<file path="src/rtl/ifetch_ctrl.sv">
// Instruction fetch controller: fetches 128-bit lines from the i-cache and
// hands them to decode one 32-bit word per cycle, with redirect and lost-fetch recovery.
module ifetch_ctrl #(
  parameter logic [31:0] RESET_PC = 32'h0000_0000,
  parameter int          MAX_WAIT = 8
) (
  input  logic         clk,
  input  logic         reset,
  output logic [31:0]  Pc_out,
  output logic         Rd_en,
  input  logic [127:0] Cache_dout,
  input  logic         Cache_dout_valid,
  input  logic         Redirect,
  input  logic [31:0]  Redirect_pc,
  output logic [31:0]  Inst,
  output logic [31:0]  Inst_pc,
  output logic         Inst_valid,
  input  logic         Inst_ready,
  output logic         Timeout_err
);

  // state | meaning
  // IDLE  | just out of reset, start fetching next cycle
  // REQ   | single-cycle read request for the line holding fetch_pc
  // WAIT  | request outstanding, waiting for the line
  // SERVE | line buffered, presenting words to decode
  // DRAIN | redirected while a request was outstanding; swallow its response
  typedef enum logic [2:0] {IDLE, REQ, WAIT, SERVE, DRAIN} state_t;

  localparam int             CW      = $clog2(MAX_WAIT + 1);
  localparam logic [CW-1:0]  CNT_MAX = CW'(MAX_WAIT);

  state_t         state, state_nxt;
  logic [31:0]    fetch_pc, fetch_pc_nxt;
  logic [127:0]   line_buf;
  logic           buf_valid, buf_valid_nxt;
  logic           capture;
  logic [CW-1:0]  wait_cnt, wait_cnt_nxt, wait_cnt_inc;
  logic           timeout_nxt;
  logic [31:0]    redirect_tgt, pc_inc, buf_word;
  logic           unused_redirect_lsb;

  assign redirect_tgt        = {Redirect_pc[31:2], 2'b00};
  assign unused_redirect_lsb = ^Redirect_pc[1:0];
  assign pc_inc              = fetch_pc + 32'd4;
  assign wait_cnt_inc        = (wait_cnt == CNT_MAX) ? wait_cnt : wait_cnt + CW'(1);

  always_comb begin
    case (fetch_pc[3:2])
      2'd0:    buf_word = line_buf[127:96];
      2'd1:    buf_word = line_buf[95:64];
      2'd2:    buf_word = line_buf[63:32];
      default: buf_word = line_buf[31:0];
    endcase
  end

  always_comb begin
    state_nxt     = state;
    fetch_pc_nxt  = fetch_pc;
    buf_valid_nxt = buf_valid;
    capture       = 1'b0;
    wait_cnt_nxt  = wait_cnt;
    timeout_nxt   = Timeout_err;
    Rd_en         = 1'b0;
    Inst_valid    = 1'b0;
    case (state)
      IDLE: begin
        state_nxt = REQ;
        if (Redirect) begin
          fetch_pc_nxt  = redirect_tgt;
          buf_valid_nxt = 1'b0;
        end
      end
      REQ: begin
        Rd_en        = 1'b1;
        wait_cnt_nxt = '0;
        state_nxt    = WAIT;
        if (Redirect) begin
          fetch_pc_nxt  = redirect_tgt;
          buf_valid_nxt = 1'b0;
          state_nxt     = REQ;
        end
      end
      WAIT: begin
        wait_cnt_nxt = wait_cnt_inc;
        if (Redirect) begin
          fetch_pc_nxt  = redirect_tgt;
          buf_valid_nxt = 1'b0;
          state_nxt     = Cache_dout_valid ? REQ : DRAIN;
        end else if (Cache_dout_valid) begin
          capture       = 1'b1;
          buf_valid_nxt = 1'b1;
          state_nxt     = SERVE;
        end else if (wait_cnt_inc == CNT_MAX) begin
          timeout_nxt = 1'b1;
          state_nxt   = REQ;
        end
      end
      DRAIN: begin
        wait_cnt_nxt = wait_cnt_inc;
        if (Redirect) fetch_pc_nxt = redirect_tgt;
        if (Cache_dout_valid) begin
          state_nxt = REQ;
        end else if (wait_cnt_inc == CNT_MAX) begin
          timeout_nxt = 1'b1;
          state_nxt   = REQ;
        end
      end
      SERVE: begin
        Inst_valid = buf_valid;
        if (Inst_ready) begin
          fetch_pc_nxt = pc_inc;
          if (pc_inc[3:2] == 2'd0) begin
            buf_valid_nxt = 1'b0;
            state_nxt     = REQ;
          end
        end
        // A redirect on the transfer cycle still lets decode keep the word.
        if (Redirect) begin
          fetch_pc_nxt  = redirect_tgt;
          buf_valid_nxt = 1'b0;
          state_nxt     = REQ;
        end
      end
      default: state_nxt = IDLE;
    endcase
  end

  assign Pc_out  = {fetch_pc[31:4], 4'b0000};
  assign Inst    = Inst_valid ? buf_word : 32'h0;
  assign Inst_pc = Inst_valid ? fetch_pc : 32'h0;

  always_ff @(posedge clk or negedge reset) begin
    if (!reset) begin
      state       <= IDLE;
      fetch_pc    <= {RESET_PC[31:2], 2'b00};
      line_buf    <= '0;
      buf_valid   <= 1'b0;
      wait_cnt    <= '0;
      Timeout_err <= 1'b0;
    end else begin
      state       <= state_nxt;
      fetch_pc    <= fetch_pc_nxt;
      buf_valid   <= buf_valid_nxt;
      wait_cnt    <= wait_cnt_nxt;
      Timeout_err <= timeout_nxt;
      if (capture) line_buf <= Cache_dout;
    end
  end

endmodule
</file>
<file path="config.mk">
export PLATFORM = sky130hd
export DESIGN_NAME = ifetch_ctrl
export DESIGN_NICKNAME = d
export VERILOG_FILES = /design/src/rtl/ifetch_ctrl.sv
export SDC_FILE = /design/constraint.sdc
export NUM_CORES = 1
export LEC_CHECK = 0
export CELL_PAD_IN_SITES_DETAIL_PLACEMENT = 1
export CELL_PAD_IN_SITES_GLOBAL_PLACEMENT = 1
export CORE_MARGIN = 1.5
export CORE_UTILIZATION = 30
export CTS_BUF_LIST = sky130_fd_sc_hd__clkbuf_4
export CTS_CLUSTER_DIAMETER = 200
export DETAILED_ROUTE_END_ITERATION = 8
export DONT_BUFFER_PORTS = 1
export PLACE_DENSITY = 0.61
export SKIP_CTS_REPAIR_TIMING = 1
export SLEW_MARGIN = 20
export SYNTH_ARGS = -nofsm -noshare
export SYNTH_HDL_FRONTEND = slang
export SYNTH_SLANG_ARGS = --single-unit
</file>
<file path="constraint.sdc">
create_clock -name clk -period 2 [get_ports clk]
set_clock_uncertainty 0.1 [all_clocks]
set_input_delay 0.4 -clock clk [delete_from_list [all_inputs] [get_ports clk]]
set_output_delay 0.4 -clock clk [all_outputs]
set_load 0.05 [all_outputs]
</file>
==> results.sh <==
export IMPL_clockRootBuffer="clkbuf_4"
export IMPL_drive_above_1_share=0.490
export IMPL_status="finished with violations"
export IMPL_design_die_area_mm2=0.0300
export IMPL_path_max_fanout=7
export IMPL_startpoint_type="flip-flop"
export IMPL_setup_viol=218
export IMPL_grt_total_usage=0.175
export IMPL_multi_input_comb_area_mm2=0.00508
export IMPL_placeable_area_mm2=0.0286
export IMPL_critical_path_endpoint_type="output port"
export IMPL_vdd_drop_max_uv=604
export IMPL_postSynthRegisterBits=167
export IMPL_avgSynthCellArea_um2=10.7
export IMPL_clock_sinks=167
export IMPL_tritoncts="built"
export IMPL_post_dp_cell_area_mm2=0.0108
export IMPL_syn_area_mm2=0.00869
export IMPL_nets=1291
export IMPL_timing_critical_path_required_ns=1.50
export IMPL_grt_setup_unrepaired="yes"
export IMPL_timing_worst_setup_path_type="reg -> out"
export IMPL_clock_tree_htree_level_count=4
export IMPL_synth_largest_area_cell="dfrtp_1"
export IMPL_synthFlopType="dfrtp_1"
export IMPL_post_synth_top_area_fraction=0.481
export IMPL_die_x_um=173
export IMPL_holdWs_ns=-0.629
export IMPL_fp_row_count=62
export IMPL_initial_antenna_violation_count=1
export IMPL_port_buffers=0
export IMPL_route_detailed_vias_per_inst=5.28
export IMPL_detailedPlacementHpwl_mm=18.3
export IMPL_hold_viol=167
export IMPL_totalNegativeSetupSlack_ns=-55.60
export IMPL_synth_lib_cells_used_distinct=69
export IMPL_ys_top_cells_by_count="dfrtp_1, mux2_2, nor2_1, a21oi_1, nand2_1"
export IMPL_failed_checks="negative hold slack, negative setup slack"
export IMPL_final_design_area_no_fill_mm2=0.0147
export IMPL_period_share=1.49
export IMPL_globalRoute_totalOverflow=0
export IMPL_sequential_cell_area_mm2=0.00418
export IMPL_gpl_final_weighted_congestion=0.783
export IMPL_residual_antenna_violating_net_count_after_detailed_routing=0
export IMPL_path_clk_slew_ns=0.18
export IMPL_synthesis_yosys_warnings=0
export IMPL_synth_area_leaders="dfrtp_1, mux2_2, nor2_1, a21oi_1, mux2_1"
export IMPL_hp_class="in -> async"
export IMPL_tritoncts_num_buffers=17
export IMPL_detailroute_via_count=8020
export IMPL_setup_slack_ns=-0.984
export IMPL_max_clock_path_buffers=2
export IMPL_maximum_number_of_pins_on_one_net_before_global_route_repair=168
export IMPL_slew_violations=0
export IMPL_worst_pin_slew_ns=0.536
export IMPL_clock_fmax_mhz=335
export IMPL_yosysSeqAreaShare=0.481
export IMPL_firstDrtPassIters=8
export IMPL_period_needed_ns=2.98
export IMPL_floorplan_initialDensity=0.304
export IMPL_design_portCount=264
export IMPL_fillerInstances=2914
export IMPL_post_synth_inst_count=809
export IMPL_static_leakage_power_nw=6.15
export IMPL_number_of_synthesized_flops_with_an_enable_pin=0
export IMPL_route_detailed_wl_per_inst_um=24.2
export IMPL_postRouteWirelength_mm=36.8
export IMPL_latest_clock_arrival_within_the_worst_skew_pair_ns=0.59
export IMPL_drcViolationCount=0
export IMPL_first_global_vias=7000
export IMPL_post_synth_top_count_cell="dfrtp_1"
export IMPL_pwr_density_cell_mw_per_mm2=1030
export IMPL_critPathArrivalTime_ns=2.48
export IMPL_drt_first_iter_violations=466
export IMPL_grt_pass1_wl_mm=41.1
export IMPL_fraction_of_registers_with_async_set_or_reset_after_synthesis=1.00
export IMPL_max_cap_violations=0
export IMPL_timing_max_slew_rel_slack=0.643
export IMPL_die_height_um=173
export IMPL_layout_area_overhead_vs_synth_pct=68.8
registers in the layout (all words and copies together), names as in the netlist:
register and count:
line_buf 128, fetch_pc 30, wait_cnt 4, state 3, Timeout_err 1, buf_valid 1
cell usage in the layout (no fill, tap or decap), drive strengths merged, types with 5 or more instances in the layout:
master and count:
a222oi 32, a2bb2oi 7, mux2 128, clkbuf 38, o21ai 24, and2 5, and3 30, conb 6
buf 195, dlygate4sd3 159, nor3 10, nand3 19, dfrtp 167, nor4 8, nand4 10, a21oi 66
nor2 90, nand2 43, o22ai 8, inv 15, ha 6, clkinv 8
per-stage QoR:
stage | util | setup slack, ns | std cells | total power, mW
after floorplan | - | -0.0590 | 814 | 9.71
after global placement | 0.376 | -0.208 | 1246 | 10.9
after detailed placement | 0.376 | -0.249 | 1246 | 11.1
after CTS | 0.386 | -0.925 | 1278 | 13.1
after global routing | 0.513 | -1.08 | 1519 | 15.9
final | 0.513 | -0.984 | 1519 | 15.2
layer usage:
| layer | track usage | share of wire | vias up |
|---|---|---|---|
| met5 | 0 | 0 | - |
| met4 | 0.0409 | 0.020 | 0 |
| met3 | 0.0669 | 0.055 | 53 |
| met2 | 0.292 | 0.53 | 281 |
| met1 | 0.214 | 0.39 | 4124 |
| li1 | - | - | 3562 |
report_power, final:
group	total [mW]	switching (mW)	internal [mW]	leakage, nW
sequential	5.80	1.02	4.78	2.03
combinational	7.28	3.79	3.50	3.96
clock	2.08	1.52	0.568	0.153
total	15.2	6.32	8.85	6.15
worst paths after layout:
check,slack (ns),depth (start not counted),to,from
max reg2reg,-0.16,10,fetch_pc[12],fetch_pc[2]
min reg2reg,0.43,1,line_buf[61],line_buf[61]
max in group asynchronous,1.91,0,fetch_pc[3],reset
max,-0.98,8,Inst[27],fetch_pc[2]
min in group clk,0.02,3,buf_valid,Redirect
min,-0.63,0,line_buf[37],reset
kinds of logic after synthesis:
logic type      after synthesis  share of synthesized area
other cells                   1                   0.000431
simple gates                233                      0.142
compound gates              166                      0.131
xor+xnor                      3                    0.00302
buf+inv                     102                     0.0646
flops                       167                      0.481
mux                         130                      0.168
fa+ha+maj                     7                    0.00979
worst max-delay path: stages, from the launching register on:
cell and delay (ns):
dfrtp_2 0.45, inv_4 0.06, ha_4 0.22, buf_6 0.16
a222oi_1 0.42, nor2_1 0.16, a21oi_2 0.23, nor2_4 0.05
buf_8 0.15
cell type report:
class,count,area share
Multi-Input combinational cell,550,0.346
Timing Repair Buffer,375,0.314
Sequential cell,167,0.285
Tap cell,384,0.0327
Clock inverter,15,0.0105
Clock buffer,17,0.00870
Inverter,9,0.00273
Antenna cell,2,0.000341
(Power assumes the default switching activity.)
